[src/rtl/msg_pkg.sv]
// msg_pkg: shared states, ASCII codes and a character-class helper for message_writer.
`default_nettype none

package msg_pkg;

  typedef enum logic [1:0] {
    FILL  = 2'd0,
    PAD   = 2'd1,
    FULL  = 2'd2,
    CLEAR = 2'd3
  } state_t;

  localparam logic [7:0] ASCII_BS        = 8'h08;
  localparam logic [7:0] ASCII_CR        = 8'h0D;
  localparam logic [7:0] ASCII_PRINT_MIN = 8'h20;
  localparam logic [7:0] ASCII_PRINT_MAX = 8'h7E;

  function automatic logic is_printable(input logic [7:0] c);
    return (c >= ASCII_PRINT_MIN) && (c <= ASCII_PRINT_MAX);
  endfunction

endpackage

`default_nettype wire

[src/rtl/msg_ram.sv]
// msg_ram: DEPTH x 8 register file, one synchronous write port, one combinational read port.
`default_nettype none

module msg_ram #(
  parameter int         DEPTH    = 16,
  parameter logic [7:0] PAD_CHAR = 8'h20,
  localparam int        AW       = $clog2(DEPTH)
) (
  input  logic          clk,
  input  logic          reset,
  input  logic          we,
  input  logic [AW-1:0] waddr,
  input  logic [7:0]    wdata,
  input  logic [AW-1:0] raddr,
  output logic [7:0]    rdata
);

  logic [7:0] mem [DEPTH];

  always_ff @(posedge clk or negedge reset) begin
    if (!reset) begin
      for (int i = 0; i < DEPTH; i++) mem[i] <= PAD_CHAR;
    end else if (we) begin
      mem[waddr] <= wdata;
    end
  end

  assign rdata = mem[raddr];

endmodule

`default_nettype wire

[src/rtl/message_writer.sv]
// message_writer: edits a DEPTH-character message buffer from a valid/ready ASCII stream
// (append, backspace, CR pad, clear) and exposes a combinational addr->char_out read port.
`default_nettype none

module message_writer
  import msg_pkg::*;
#(
  parameter int         DEPTH    = 16,
  parameter logic [7:0] PAD_CHAR = 8'h20,
  localparam int        AW       = $clog2(DEPTH)
) (
  input  logic          clk,
  input  logic          reset,
  input  logic [7:0]    char_in,
  input  logic          char_valid,
  output logic          char_ready,
  input  logic          clear,
  input  logic [AW-1:0] addr,
  output logic [7:0]    char_out,
  output logic [AW:0]   msg_len,
  output logic          full,
  output logic          busy,
  output logic          msg_done
);

  localparam logic [AW:0]   LEN_MAX = (AW+1)'(DEPTH);
  localparam logic [AW-1:0] LAST    = AW'(DEPTH - 1);

  state_t        state, state_nxt;
  logic [AW:0]   wptr, wptr_nxt;
  logic [AW-1:0] sweep, sweep_nxt;
  logic          done_q, done_nxt;
  logic          accept;
  logic          we;
  logic [AW-1:0] waddr;
  logic [7:0]    wdata;

  assign char_ready = (state == FILL) && !clear;
  assign accept     = char_valid && char_ready;

  always_comb begin
    state_nxt = state;
    wptr_nxt  = wptr;
    sweep_nxt = sweep;
    we        = 1'b0;
    waddr     = wptr[AW-1:0];
    wdata     = PAD_CHAR;

    // clear pre-empts every state, so nothing else may write in that cycle
    if (clear) begin
      state_nxt = CLEAR;
      sweep_nxt = '0;
      wptr_nxt  = '0;
    end else begin
      case (state)
        FILL: begin
          if (accept) begin
            if (is_printable(char_in)) begin
              we       = 1'b1;
              wdata    = char_in;
              wptr_nxt = wptr + 1'b1;
              if (wptr_nxt == LEN_MAX) state_nxt = FULL;
            end else if (char_in == ASCII_BS) begin
              if (wptr != '0) begin
                wptr_nxt = wptr - 1'b1;
                we       = 1'b1;
                waddr    = wptr_nxt[AW-1:0];
              end
            end else if (char_in == ASCII_CR) begin
              state_nxt = PAD;
            end
          end
        end
        PAD: begin
          we       = 1'b1;
          wptr_nxt = wptr + 1'b1;
          if (wptr[AW-1:0] == LAST) state_nxt = FULL;
        end
        FULL: begin
        end
        CLEAR: begin
          we        = 1'b1;
          waddr     = sweep;
          sweep_nxt = sweep + 1'b1;
          if (sweep == LAST) begin
            state_nxt = FILL;
            wptr_nxt  = '0;
          end
        end
        default: state_nxt = FILL;
      endcase
    end

    done_nxt = (state_nxt == FULL) && (state != FULL);
  end

  always_ff @(posedge clk or negedge reset) begin
    if (!reset) begin
      state  <= FILL;
      wptr   <= '0;
      sweep  <= '0;
      done_q <= 1'b0;
    end else begin
      state  <= state_nxt;
      wptr   <= wptr_nxt;
      sweep  <= sweep_nxt;
      done_q <= done_nxt;
    end
  end

  msg_ram #(
    .DEPTH    (DEPTH),
    .PAD_CHAR (PAD_CHAR)
  ) u_ram (
    .clk   (clk),
    .reset (reset),
    .we    (we),
    .waddr (waddr),
    .wdata (wdata),
    .raddr (addr),
    .rdata (char_out)
  );

  assign msg_len  = wptr;
  assign full     = (wptr == LEN_MAX);
  assign busy     = (state == PAD) || (state == CLEAR);
  assign msg_done = done_q;

endmodule

`default_nettype wire

[config.mk]
export PLATFORM = sky130hd
export DESIGN_NAME = message_writer
export DESIGN_NICKNAME = d
export VERILOG_FILES = /design/src/rtl/msg_pkg.sv /design/src/rtl/msg_ram.sv /design/src/rtl/message_writer.sv
export SDC_FILE = /design/constraint.sdc
export NUM_CORES = 1
export LEC_CHECK = 0
export CAP_MARGIN = 0
export CORE_MARGIN = 2
export CORE_UTILIZATION = 57
export CTS_BUF_LIST = sky130_fd_sc_hd__clkbuf_4
export CTS_CLUSTER_SIZE = 16
export DETAILED_ROUTE_END_ITERATION = 8
export GPL_ROUTABILITY_DRIVEN = 0
export PLACE_DENSITY = 0.79
export SLEW_MARGIN = 20
export SYNTH_ARGS = -nofsm -noshare
export SYNTH_HDL_FRONTEND = slang
export SYNTH_SLANG_ARGS = --single-unit
[constraint.sdc]
create_clock -name clk -period 2.62 [get_ports clk]
set_input_delay 0.393 -clock clk [delete_from_list [all_inputs] [get_ports clk]]
set_output_delay 0.393 -clock clk [all_outputs]
set_load 0.005 [all_outputs]
==> metrics.md <==
| Metric | Value |
|---|---|
| Clock Skew | about 0.015 ns |
| Met1 wire length | between 8 and 9 mm |
| Crit path cell chain | inv_2 -> ha_4 -> or4b_4 -> nand4_1 -> buf_4 -> o21ai_2 -> or4b_4 -> a22oi_2 -> nand2_4 -> mux2_2 |
| Main synth FF type | dfrtp_1 |
| Initial antenna violation count | 0 |
| Hold_ws | around 0.25 ns |
| Core Region | roughly 13000 um^2 |
| Fin crit share | 114% |
| Vias in the first global route | around 5400 |
| Endpoint class of the critical path | flop |
| Largest family of logic cells by synthesized area | multiplexers |
| Final Hold Fails | 0 |
| CP startpoint | msg_len[0] |
| Layout cells sized above 1 | between 50% and 60% |
| WL per Instance | between 20 and 30 um |
| Synth cell types | around 70 |
| Max-Slew Margin vs Limit | between 40% and 50% |
| Inst Count DP | 762 |
| Clock Sinks | 140 |
| Most frequent CP cell | or4b_4 |
| Mean Syn Cell Area | about 14 um^2 |
| Leakage | around 4.5 nW |
| Detail Route met3 WL | ~1.3 mm |
| Number of enable flip-flop cells after synthesis | 0 |
| Clk slew on worst S/H paths | roughly 0.12 ns |
| Global-route wire length before repair | about 31 mm |
| Via/cell ratio | 6.35 |
| Num ports | 33 |
| Fmax | 336 MHz |
| Initial Utilization | between 50% and 60% |
| Commonest non-fill, non-tap cell in the layout | dfrtp_1 |
| Final setup viols | between 100 and 150 |
| Nets | 662 |
| CP Data Required Time | 3.07 ns |
| Gr ovfl total | 0 |
| Synth-to-layout area growth | 32.4% |
| Asr flop ratio synth | 100% |
| Largest buffer count on any clock path | 2 |
| Crit path buf inv count | 2 |
| R2r endpoint | u_ram.mem[17] |
| Status | finished with violations |
| Post-synthesis sequential area ratio | roughly half |
| Multi-input logic area | ~4100 um^2 |
| MaxCap Viol Count | 0 |
| Worst-Margin Slew | approximately 0.85 ns |
| Post-synthesis mux area share | 30.7% |
| Top layer used by detailed routing | met4 |
| Critical Path Max Stage Delay | 0.51 ns |
| Synth area leader | dfrtp_1 |
| Failing checks | setup timing |
| RSZ-0062 raised after global routing | true |
| # rows | 41 |
| Wire length on met2 | 10.4 mm |
| Power Total | between 7 and 8 mW |
| Register area | ~3500 um^2 |
| CTS tree | done |
| Crit path DAT | around 3.4 ns |
| Mapped Nets | 542 |
| Dpl ws | -0.612 ns |
| CTS Buf Count | 17 |
| Final wirelength | ~21 mm |
| Worst Setup Path Type | reg -> reg |
| Die Span Y | ~120 um |
| DR vias | about 5200 |
| Non-filler cells, final | 822 |
| Adder-cell share of the synthesized area | 1.39% |
| Area share of the largest cell type after synthesis | 42.9% |
| Final worst slack | -0.355 ns |
| Simple-gate portion of the synthesized area | a little over a tenth |
| Worst path depth | 10 |
| Ant diodes | 0 |
| PwrDens | ~730 nW/um^2 |
| Clock Tree Root | clkbuf_4 |
| CP max FO | 8 |
| Yosys reg bits | 140 |
| Mapped cell area | approximately 7200 um^2 |
| Pin count of the biggest net entering global routing | between 60 and 70 |
| Placed cell area | about 8500 um^2 |
| Most frequent cells in the layout | dfrtp_1 (122), mux2_4 (89), buf_4 (68), mux4_2 (41), clkbuf_4 (22) |
| Worst setup path end | u_ram.mem[17] |
| Reg2Reg Setup Slack | -0.35 ns |
| Fin. max-slew vios | 0 |
| Final Cell Area | about 9600 um^2 |
| H-tree depth | 4 |
| Setup TNS | -30.94 ns |
| Clk Latency, worst-skew pair | roughly 0.57 ns |
| Chip Width | ~120 um |
| Crit-path leading delay family | simple AND/OR/NAND/NOR gates |
| Slowest-stage cell, CP | or4b_4 |
| Mapped Cells | ~520 |
| Buffers added on ports | 32 |
| Top cells by area, synth | dfrtp_1 (43%), mux4_2 (13%), mux2_2 (11%) |
| DRC viols | 0 |
| Initial drt markers | 469 |
| Reg-to-reg startpoint | msg_len[0] |
| Dpl hpwl | between 10 and 15 mm |
| HP Class | in -> async |
| Minimum clock period | 2.97 ns |
| DRT antenna net count | 0 |
| Compound-gate portion of the synthesized area | about 5.5% |
| Worst R2R Path Depth | 10 |
| Global-route usage over all layers | a little under a third |
| Die outline area | between 10000 and 15000 um^2 |
| Fill cell count | between 700 and 800 |
| Peak supply drop | 704 uV |
| Layout Utilization | around three quarters |
| XOR/XNOR Fraction of Synth Area | less than 1% |
| Startpoint types | flop |
| Synth warnings | 0 |
| DRT Pass-1 Iters | 5 |
==> final cells by class <==
class / instances / area share (%)
timing repair buffer: 135 / 14.2
clock inverter: 9 / 1.27
clock buffer: 22 / 1.73
sequential: 140 / 36.8
multi-input combinational: 334 / 43.3
tap: 172 / 2.25
inverter: 10 / 0.418
==> synthesized netlist by cell type, drive strengths merged (2+ instances only) <==
cell,n
mux2,112
nor2,25
and2,13
dfstp,16
o22ai,2
nor2b,11
nand3b,2
nand2,16
a31oi,2
a211oi,2
dfrtp,124
o22a,2
and4,2
o21ai,11
a221oi,3
nand3,7
and3,9
a21oi,12
buf,17
or3,2
nor4,4
mux4,41
nor3,7
a22oi,2
a211o,2
nand4,5
nand2b,4
or2,2
xor2,3
or4b,2
clkbuf,17
ha,8
inv,10
xnor2,3
==> power by group <==
part | switching [mW] | internal (mW) | total [mW] | leakage [nW]
Clock | 0.785 | 0.700 | 1.49 | 0.163
Sequential | 0.104 | 2.34 | 2.45 | 1.88
Combinational | 1.58 | 1.49 | 3.07 | 2.43
Total | 2.47 | 4.53 | 7.00 | 4.47
==> registers in the layout (all words and copies together) (netlist names) <==
register   count
u_ram.mem    128
msg_done       1
state          2
msg_len        5
sweep          4
==> worst min path at each step <==
stage	from	end	slack, ns	cells after the start
global route	reset	u_ram.mem[124]	0.26	2
global placement	reset	u_ram.mem[122]	0.28	1
floorplan	reset	msg_done	0.1	0
detailed placement	reset	u_ram.mem[122]	0.29	1
finish	reset	u_ram.mem[124]	0.25	2
CTS	reset	u_ram.mem[124]	0.24	2
==> layer usage <==
| layer | GRT usage, % | up-vias |
|---|---|---|
| met4 | 7.69 | 0 |
| met2 | 52.7 | 253 |
| met5 | 0 | - |
| li1 | - | 2164 |
| met1 | 43.3 | 2750 |
| met3 | 6.12 | 49 |
==> worst reg2reg max path: cells and delay by family (launching register included) <==
| family | cells | cell delay, ns |
|---|---|---|
| and+or+nand+nor | 4 | 1.37 |
| DFF | 1 | 0.42 |
| AOI/OAI and AO/OA | 2 | 0.40 |
| muxes | 1 | 0.33 |
| buffers and inverters | 2 | 0.22 |
| adders and majority gates | 1 | 0.13 |
==> kinds of logic (layout without fill, tap and decap cells) <==
group / count (synthesis) / count (layout)
mux: 154 / 154
simple gates: 115 / 115
fa+ha+maj: 8 / 8
flops: 140 / 140
xor+xnor: 6 / 6
buf+inv: 44 / 176
compound gates: 51 / 51
==> repair_timing <==
item | in CTS | in global routing
gates resized for setup | 114 | 45
hold endpoints to repair | 27 | 0
hold buffers | 1 | 0
pin swaps | 16 | 16
setup buffers | 17 | 19
setup endpoints to repair | 128 | 141
cloned | 1 | 0
Note: power is estimated with default switching activity, not from simulation.
